--- src/rtl/uart_rx_pkg.sv ---
// Shared types and default parameters for the UART receive path.
// Imported by the receiver top; the FIFO is type-agnostic.
package uart_rx_pkg;

  typedef enum logic [1:0] {
    IDLE,
    START,
    DATA,
    STOP
  } rx_state_e;

  localparam int CLKS_PER_BIT_DEF = 868;
  localparam int FIFO_DEPTH_DEF   = 8;

endpackage

--- src/rtl/sync_fifo.sv ---
// Single-clock FIFO with an extra pointer MSB for full/empty.
// Head entry is read combinationally; zero when empty.
module sync_fifo #(
  parameter int WIDTH = 8,
  parameter int DEPTH = 8
) (
  input  logic                   clk_i,
  input  logic                   rst_i,
  input  logic                   push_i,
  input  logic [WIDTH-1:0]       wdata_i,
  input  logic                   pop_i,
  output logic [WIDTH-1:0]       rdata_o,
  output logic                   empty_o,
  output logic                   full_o,
  output logic [$clog2(DEPTH):0] level_o
);

  localparam int AW = $clog2(DEPTH);

  logic [WIDTH-1:0] mem_q [DEPTH];
  logic [AW:0]      wptr_q, wptr_d;
  logic [AW:0]      rptr_q, rptr_d;
  logic             push_ok;
  logic             pop_ok;

  assign empty_o = (wptr_q == rptr_q);
  assign full_o  = (wptr_q[AW] != rptr_q[AW]) &&
                   (wptr_q[AW-1:0] == rptr_q[AW-1:0]);
  assign level_o = wptr_q - rptr_q;

  assign pop_ok  = pop_i && !empty_o;
  // A full FIFO still takes a push when the head leaves this cycle.
  assign push_ok = push_i && (!full_o || pop_ok);

  assign rdata_o = empty_o ? '0 : mem_q[rptr_q[AW-1:0]];

  always_comb begin
    wptr_d = wptr_q;
    rptr_d = rptr_q;
    if (push_ok) wptr_d = wptr_q + 1'b1;
    if (pop_ok)  rptr_d = rptr_q + 1'b1;
  end

  always_ff @(posedge clk_i or posedge rst_i) begin
    if (rst_i) begin
      wptr_q <= '0;
      rptr_q <= '0;
    end else begin
      wptr_q <= wptr_d;
      rptr_q <= rptr_d;
    end
  end

  always_ff @(posedge clk_i) begin
    if (push_ok) mem_q[wptr_q[AW-1:0]] <= wdata_i;
  end

endmodule

--- src/rtl/uart_rx_fifo.sv ---
// 8N1 UART receiver: synchroniser, baud-timed sampling FSM and
// a receive FIFO with valid/ready drain and error pulses.
module uart_rx_fifo
  import uart_rx_pkg::*;
#(
  parameter int CLKS_PER_BIT = CLKS_PER_BIT_DEF,
  parameter int FIFO_DEPTH   = FIFO_DEPTH_DEF
) (
  input  logic                        clk_in,
  input  logic                        reset,
  input  logic                        uart_rx,
  output logic [7:0]                  data_o,
  output logic                        valid_o,
  input  logic                        ready_i,
  output logic [$clog2(FIFO_DEPTH):0] level_o,
  output logic                        frame_err_o,
  output logic                        overrun_o
);

  localparam int CW = $clog2(CLKS_PER_BIT);
  localparam logic [CW-1:0] FULL_C = CW'(CLKS_PER_BIT - 1);
  localparam logic [CW-1:0] HALF_C = CW'(CLKS_PER_BIT / 2 - 1);

  rx_state_e   state_q;
  logic [1:0]  sync_q;
  logic        prev_q;
  logic [CW-1:0] cnt_q;
  logic [2:0]  bit_q;
  logic [7:0]  shift_q;
  logic        frame_err_q;
  logic        overrun_q;

  logic rx_s;
  logic push;
  logic pop;
  logic empty;
  logic full;

  assign rx_s = sync_q[1];

  always_ff @(posedge clk_in or posedge reset) begin
    if (reset) sync_q <= 2'b11;
    else       sync_q <= {sync_q[0], uart_rx};
  end

  // Push lands on the stop-sample cycle so the byte shows next cycle.
  assign push = (state_q == STOP) && (cnt_q == FULL_C) && rx_s;
  assign pop  = valid_o && ready_i;

  always_ff @(posedge clk_in or posedge reset) begin
    if (reset) begin
      state_q     <= IDLE;
      prev_q      <= 1'b1;
      cnt_q       <= '0;
      bit_q       <= '0;
      shift_q     <= '0;
      frame_err_q <= 1'b0;
      overrun_q   <= 1'b0;
    end else begin
      prev_q      <= rx_s;
      frame_err_q <= 1'b0;
      overrun_q   <= push && full && !pop;
      unique case (state_q)
        IDLE: begin
          if (prev_q && !rx_s) begin
            state_q <= START;
            cnt_q   <= '0;
            bit_q   <= '0;
          end
        end
        START: begin
          if (cnt_q == HALF_C) begin
            cnt_q   <= '0;
            state_q <= rx_s ? IDLE : DATA;
          end else begin
            cnt_q <= cnt_q + 1'b1;
          end
        end
        DATA: begin
          if (cnt_q == FULL_C) begin
            cnt_q   <= '0;
            shift_q <= {rx_s, shift_q[7:1]};
            bit_q   <= bit_q + 3'd1;
            if (bit_q == 3'd7) state_q <= STOP;
          end else begin
            cnt_q <= cnt_q + 1'b1;
          end
        end
        STOP: begin
          if (cnt_q == FULL_C) begin
            cnt_q       <= '0;
            state_q     <= IDLE;
            frame_err_q <= !rx_s;
          end else begin
            cnt_q <= cnt_q + 1'b1;
          end
        end
        default: state_q <= IDLE;
      endcase
    end
  end

  sync_fifo #(
    .WIDTH (8),
    .DEPTH (FIFO_DEPTH)
  ) u_fifo (
    .clk_i   (clk_in),
    .rst_i   (reset),
    .push_i  (push),
    .wdata_i (shift_q),
    .pop_i   (pop),
    .rdata_o (data_o),
    .empty_o (empty),
    .full_o  (full),
    .level_o (level_o)
  );

  assign valid_o     = !empty;
  assign frame_err_o = frame_err_q;
  assign overrun_o   = overrun_q;

endmodule

--- config.mk ---
export PLATFORM = sky130hd
export DESIGN_NAME = uart_rx_fifo
export DESIGN_NICKNAME = d
export VERILOG_FILES = /design/src/rtl/uart_rx_pkg.sv /design/src/rtl/sync_fifo.sv /design/src/rtl/uart_rx_fifo.sv
export SDC_FILE = /design/constraint.sdc
export NUM_CORES = 1
export LEC_CHECK = 0
export CORE_MARGIN = 2
export CORE_UTILIZATION = 40
export CTS_CLUSTER_DIAMETER = 100
export DETAILED_ROUTE_END_ITERATION = 12
export HOLD_SLACK_MARGIN = 0.03
export PLACE_DENSITY_LB_ADDON = 0.2
export SLEW_MARGIN = 30
export SYNTH_ARGS = -nofsm -noshare
export SYNTH_HDL_FRONTEND = slang
export SYNTH_HIERARCHICAL = 1
export SYNTH_SLANG_ARGS = --single-unit
--- constraint.sdc ---
create_clock -name clk_in -period 8.35 [get_ports clk_in]
set_input_delay 1.67 -clock clk_in [delete_from_list [all_inputs] [get_ports clk_in]]
set_output_delay 1.67 -clock clk_in [all_outputs]
set_load 0.02 [all_outputs]
# Word-level counts from Yosys, hierarchy flattened
# Memories as Yosys holds them, arrays and structs flattened.
# Index checks and enable logic that the tools add are counted.
[classes]
n_addsub = 5
eq_ne = 14
n_mux = 19
reduce_logical = 20
[op_table]
columns = ["cell", "count"]
rows = [
  ["$mux W10", 3],
  ["$pmux W10 S3", 1],
  ["$mux W2", 6],
  ["$add A10 B1 Y10 const B", 1],
  ["$eq A10 B10 Y1 const B", 1],
  ["$eq A10 B9 Y1 const B", 1],
  ["$logic_and A1 B1 Y1", 9],
  ["$add A4 B1 Y4 const B", 2],
  ["$mux W8", 1],
  ["$ne A2 B2 Y1 const B", 4],
  ["$pmux W2 S4", 1],
  ["$mux W3", 2],
  ["$pmux W3 S2", 1],
  ["$reduce_and A5 Y1", 1],
  ["$eq A2 B2 Y1 const B", 2],
  ["$eq A4 B4 Y1", 1],
  ["$logic_not A1 Y1", 4],
  ["$mux W1", 4],
  ["$sub A4 B4 Y4", 1],
  ["$add A3 B1 Y3 const B", 1],
  ["$eq A3 B3 Y1", 1],
  ["$eq A3 B3 Y1 const B", 1],
  ["$reduce_and A3 Y1", 1],
  ["$eq A2 B1 Y1 const B", 1],
  ["7 further kinds", 7],
]
[totals]
register_bits = 36
ramBits = 64
input_bits = 4
output_inout_bits = 15
n_memories = 1
[mem_list]
columns = ["name", "words", "width", "rd", "rd_ports_with_merged_regs", "write_ports", "line_no", "source"]
rows = [
  ["u_fifo.mem_q", 8, 8, 1, 0, 1, "sync_fifo.sv:20", "logic [WIDTH-1:0] mem_q [DEPTH];"],
]

# Logic depth before layout (Yosys ltp)
# Gate-level depths: netlist of the first run.
[depth]
ltp_word = 8
ltp_mapped = 13
ltp_nobuf = 9

# Modules after synthesis
# The synthesis of the first run kept the hierarchy.
[modules_own_cells]
columns = ["module", "instances", "cells_per_inst", "area_per_inst_um2", "seq_area_each_um2"]
rows = [
  ["sync_fifo", 1, 190, 3049.2, 2122.0],
  ["uart_rx_fifo", 1, 122, 1366.3, 704.4],
]

# Least setup slack after synthesis of the first run
# No wires, ideal clock.
[synth_path]
path_type = "register to output"
start = "reg u_fifo.rptr_q[1]"
end = "out data_o[0]"
arrival_ps = 2295
t_required_ps = 6680
path_slack_ps = 4385
path_stages_with_launch = 11
path_buffers = 4
path_cell_list = "dfrtp_1 buf_4 buf_8 buf_4 inv_1 ha_1 nand3_1 nand2b_1 buf_2 nand2_1 a221oi_1"
[synth_between]
elab_chain_len = 2
[synth_lines]
columns = ["element", "line_no", "source"]
rows = [
  ["start: declaration", "sync_fifo.sv:22", "logic [AW:0] rptr_q, rptr_d;"],
  ["start signal: assignment", "sync_fifo.sv:50", "rptr_q <= rptr_d;"],
  ["$mem_v2 Z8 W8 / $eq A4 B4 Y1 (equally long branches)", "-", ""],
  ["$mux W8 *", "sync_fifo.sv:35", "assign rdata_o = empty_o ? '0 : mem_q[rptr_q[AW-1:0]];"],
  ["end: declaration", "uart_rx_fifo.sv:12", "output logic [7:0] data_o,"],
]
# Mark *: on every way between the ends. The rest lies on a longest branch, timed or not.

# Worst setup path after layout of the first run
[layout_path]
start = "reg u_fifo.rptr_q[1]"
end = "out data_o[3]"
# The elaborated chain is that of the path after synthesis.

==> results.md, run 1 <==
- Outcome: finished clean
- Die X: between 100 and 150 um
- Final Non-Filler Cells: 478
- DP HPWL: between 4000 and 5000 um
- Final hold violation count: 0
- Combinational share of power: 2.2%
- Largest net degree at the start of global routing: 38
- Sequential element share of the synthesized area: 64.0%
- CTS tree: built
- CORE AREA: 10800 sq um
- Commonest non-fill, non-tap cell in the layout: edfxtp_1
- Sequential power share: a little over three fifths
- Max Fclk: just over 200 MHz
- Post-synthesis average cell area: 14.2 sq um
- DRT antenna net count: 0
- Die area: 11900 sq um
- Layout cells sized above 1: 13.6%
- Initial DRC count: 127
- Pwr/cell area: 172 nW/um^2
- Global-route wire length before repair: 12100 um
- Cell Area, Synth: 4420 sq um
- Highest-count cells in the layout ignoring fill and taps: 64 x edfxtp_1, 33 x mux2i_1, 32 x dfrtp_1
- CP Max Fanout: 37
- Tmin final: 4.91 ns
- Antenna violations before repair: 0
- VDD IR-drop max: 0.0757 mV
- Placed Area: 4730 sq um
- Starting Density: 40.9%
- Rel. slew slack: 43.6%
- FF+latch count, synth: 100
- Synth top area share: 43.5%
- Final Wtd Congestion: ~0.79
- Port Buffers: 18
- CTS buffer count: 9
- Sink Count: 100
- NetSw: 0.000197 W
- NumNets Final: roughly 350
- Root buf cell: clkbuf_8
- Setup violators final: 0
- Clk pin slew, worst setup/hold paths: 0.10 ns
- Fin area: approximately 4900 sq um
- Post-cts resize count: 0
- CTS max path bufs: 2
- Min-delay worst type: flip-flop to flip-flop
- Worst Path Required: 6.68 ns
- Total internal power: 0.000652 W
- Leak: 1.88 nW
- Clock power frac: 35.4%
- Gr usage total: 13.4%
- H-Tree Depth: 3
- Yosys top cell by area: edfxtp_1
- Total power: 0.000848 W
- TNS Setup: 0 ns
- Max cap viols: 0
- Distinct cell type count after synthesis: 49
- GRT overflow: 0
- Dpl ws: 3.81 ns
- Pre-antenna DRT Iters: 4
- Syn Nets: between 300 and 400
- Post-CTS setup buffer count: 0
- Avg WL per Cell: 15.2 um
- Hold buffers post-CTS: 0
- Synth top area cells: edfxtp_1 44%, dfrtp_1 19%, mux2i_1 7.5%
- DR DRC count: 0
- Top-Level Pins: 19
- CP Capture Type: primary output
- CP Launch Type: flip-flop
- Fin. max-slew vios: 0
- Dpl cells: about 460
- Setup WS post-layout: approximately 3.4 ns
- Ant diodes: 0
- Crit share post-route: 58.7%
- Synth warn: 6
- Switch share: a little under a quarter
- Slew @ Worst Pin: 0.842 ns
- Mapped Cells: 312
- Worst setup path class: flip-flop to primary output
- Critical Path AT: around 3.2 ns
- Vias per cell: 5.05
- Total Wirelength: approximately 7300 um
- Vias: 2412
- Skew final: 0.0145 ns
- RSZ-0062 raised after global routing: no
- Die height: about 110 um
- Clock Latency Late Sink: 0.36 ns
- Site Rows: 38
- Vias in the first global route: 2361
- Layout area overhead: 11.6%
cell families after synthesis:
group | synth area share (%)
flops | 64.0
simple gates | 10.2
mux | 10.6
compound gates | 6.80
buf+inv | 2.80
xor+xnor | 2.55
fa+ha+maj | 3.00
Yosys cell counts (all sizes together):
library cell,instances
xor2,3
edfxtp,64
clkbuf,1
nand4b,1
mux2,12
o211ai,4
a21oi,5
o21bai,1
and2,4
nand2,30
and3,1
a21o,2
mux2i,33
or4,1
nor3b,1
nor4bb,1
or3,2
ha,9
nand2b,2
and4b,2
fa,1
nor2b,6
buf,9
inv,15
nand4,3
a221oi,8
nor2,10
nor3,7
or3b,1
o21ai,8
xnor2,9
o31ai,1
dfrtp,33
nand3,8
a22oi,8
dfstp,3
a22o,1
a41oi,1
o311ai,1
power groups by stage:
stage	Combinational (W)	Sequential (W)	Clock, W
after detailed placement	0.0000191	0.000541	0
final	0.0000182	0.000530	0.000300
after global placement	0.0000180	0.000541	0
after global routing	0.0000211	0.000531	0.000330
after floorplan	0.0000138	0.000539	0
after CTS	0.0000192	0.000530	0.000310
sequential cells by signal (all words and copies together) (netlist names), named ones only:
name / cells
state_q: 1
u_fifo/mem_q: 64
overrun_o: 1
bit_q: 3
sync_q: 2
prev_q: 1
shift_q: 8
u_fifo/wptr_q: 4
cnt_q: 10
u_fifo/rptr_q: 4
frame_err_o: 1
stage by stage:
stage,util (%),hold slack [ns]
global placement,43.7,0.347
global route,45.7,0.371
CTS,45.7,0.361
floorplan,-,0.345
finish,45.7,0.361
detailed placement,43.8,0.347
path summary, 6_finish.rpt:
kind                                  start                 end  slack [ns]  cells after the start
min                               sync_q[0]           sync_q[1]        0.36                      0
max reg2reg                u_fifo/rptr_q[1]  u_fifo/mem_q[1][1]        4.43                      9
max                        u_fifo/rptr_q[1]           data_o[3]        3.44                      7
max in group asynchronous             reset          shift_q[4]        6.24                      2
min in group asynchronous             reset    u_fifo/wptr_q[1]        1.60                      2
min reg2reg                       sync_q[0]           sync_q[1]        0.36                      0
per-layer routing:
metal | up-vias | share of wire [%] | wire, um | track usage [%]
li1 | 1200 | - | - | -
met1 | 1184 | 48 | 3520 | 17.6
met2 | 22 | 49 | 3540 | 21.7
met3 | 6 | 2.1 | 151 | 3.41
met4 | 0 | 0.89 | 65 | 4.30
met5 | - | 0 | 0 | 0
worst max-delay path, stage by stage, from the launching register on:
cell,delay (ns)
dfrtp_4,0.85
inv_1,0.10
ha_1,0.31
nand3_1,0.16
nand2b_1,0.43
nand2_1,0.09
a221oi_1,0.26
clkdlybuf4s50_1,0.66
cell type report:
class / instances / area, sq um
Timing Repair Buffer: 20 / 195
Sequential cell: 100 / 2830
Inverter: 15 / 56.3
Clock buffer: 9 / 124
Tap cell: 140 / 175
Fill cell: 962 / 5870
Clock inverter: 7 / 76.3
Multi-Input combinational cell: 187 / 1470
Power figures use the tool's default switching activity.
==> run 2, diff against run 1 <==
==> constraint.sdc (replaced) <==
create_clock -name clk_in -period 5.05 [get_ports clk_in]
set_input_delay 1.01 -clock clk_in [delete_from_list [all_inputs] [get_ports clk_in]]
set_output_delay 1.01 -clock clk_in [all_outputs]
set_load 0.02 [all_outputs]
==> results.md, run 2 (synthesized netlist as in run 1, its figures left out) <==
- Outcome: finished clean
- Avg WL per Cell: 16.1 um
- GRT overflow: 0
- Worst hold slack: between 0.3 and 0.4 ns
- H-Tree Depth: 3
- Max Fclk: 260 MHz
- Filler cells: 949
- Hold buffers post-CTS: 0
- Die height: about 110 um
- Clock Latency Late Sink: 0.36 ns
- Largest net degree at the start of global routing: 37
- CTS tree: built
- Starting Density: 40.9%
- Die X: 109 um
- Site Rows: 38
- CP Max Fanout: 12
- Layout cells sized above 1: 13.9%
- Leak: 1.88 nW
- Vias: 2457
- Critical Path AT: 2.84 ns
- TNS Setup: 0 ns
- Tmin final: 3.85 ns
- Antenna violations before repair: 0
- Max cap viols: 0
- Rel. slew slack: between 40% and 50%
- CP Launch Type: flip-flop
- CP Launch Point: u_fifo/wptr_q[0]
- Port Buffers: 18
- Fin. max-slew vios: 0
- Vias per cell: between 5 and 6
- Final hold violation count: 0
- Die area: 11900 sq um
- Highest-count cells in the layout ignoring fill and taps: 64 x edfxtp_1, 33 x mux2i_1, 32 x dfrtp_1
- DR DRC count: 0
- Gr usage total: 14.2%
- CTS max path bufs: 2
- Initial DRC count: roughly 130
- Total Wirelength: 7710 um
- Slew @ Worst Pin: 0.856 ns
- Ant diodes: 0
- Max FFs per register: 64
- Layout area overhead: 11.5%
- Worst setup path class: flip-flop to primary output
- Min-delay worst type: flip-flop to flip-flop
- DRT antenna net count: 0
- Min-delay src: sync_q[0]
- Global-route wire length before repair: 12600 um
- Clk pin slew, worst setup/hold paths: 0.11 ns
- CP Capture Type: primary output
- Final Wtd Congestion: 0.789
- Post-cts resize count: 0
- Vias in the first global route: roughly 2400
- Skew final: 0.0200 ns
- Top-Level Pins: 19
- VDD IR-drop max: 0.163 mV
- NumNets Final: 348
- Reg2reg start: u_fifo/wptr_q[0]
- Multi-input logic area: 1470 sq um
- DP HPWL: a little over 5000 um
- Crit share post-route: 76.3%
- CTS buffer count: 9
- Worst Path Required: 4.04 ns
- Setup violators final: 0
- Sink Count: 100
- Commonest non-fill, non-tap cell in the layout: edfxtp_1
- Register area: 2830 sq um
- Root buf cell: clkbuf_8
- Pwr/cell area: 282 nW/um^2
- CORE AREA: 10800 sq um
- Post-CTS setup buffer count: 0
- RSZ-0062 raised after global routing: no
- Pre-antenna DRT Iters: 4
run 2: final timing paths:
path,endpoint,slack [ns],cells after the start
max reg2reg,u_fifo/mem_q[4][6],1.70,9
min in group asynchronous,u_fifo/wptr_q[3],0.94,2
min reg2reg,sync_q[1],0.36,0
min,sync_q[1],0.36,0
max in group asynchronous,shift_q[3],3.59,2
max,data_o[3],1.20,7
run 2: layout make-up:
cell class	count	share of cell area [%]
sequential	100	57.4
multi-input combinational	187	29.9
timing repair buffer	21	4.12
tap	140	3.56
clock buffer	9	2.52
clock inverter	7	1.35
inverter	15	1.14
run 2: worst max-delay path: stages (launching register included):
cell	delay (ns)
dfrtp_1	0.47
inv_1	0.09
ha_1	0.32
nand3_1	0.16
nand2b_1	0.40
nand2_1	0.10
a221oi_1	0.28
clkdlybuf4s50_1	0.66
run 2: where the power goes:
| part | total (W) | switching (W) | internal (W) |
|---|---|---|---|
| combinational | 0.0000296 | 0.0000191 | 0.0000105 |
| clock | 0.000481 | 0.000288 | 0.000192 |
| sequential | 0.000877 | 0.00000806 | 0.000869 |
run 2: metal layers:
metal / track usage, % / up-vias / part of all wire [%]
met2: 23.4 / 37 / 49
met1: 18.8 / 1215 / 47
li1: - / 1200 / -
met3: 3.65 / 5 / 3.4
met5: 0 / - / 0
met4: 3.57 / 0 / 0.79
run 2: stage by stage:
step | total power, W | utilization, % | std cells | area [sq um] | setup slack [ns]
after floorplan | 0.000913 | - | 312 | 4420 | 1.69
after global placement | 0.000924 | 43.8 | 463 | 4730 | 1.65
after detailed placement | 0.000925 | 43.8 | 463 | 4730 | 1.56
after CTS | 0.00141 | 45.6 | 479 | 4920 | 1.14
after global routing | 0.00144 | 45.6 | 479 | 4920 | 0.935
final | 0.00139 | 45.6 | 479 | 4920 | 1.20
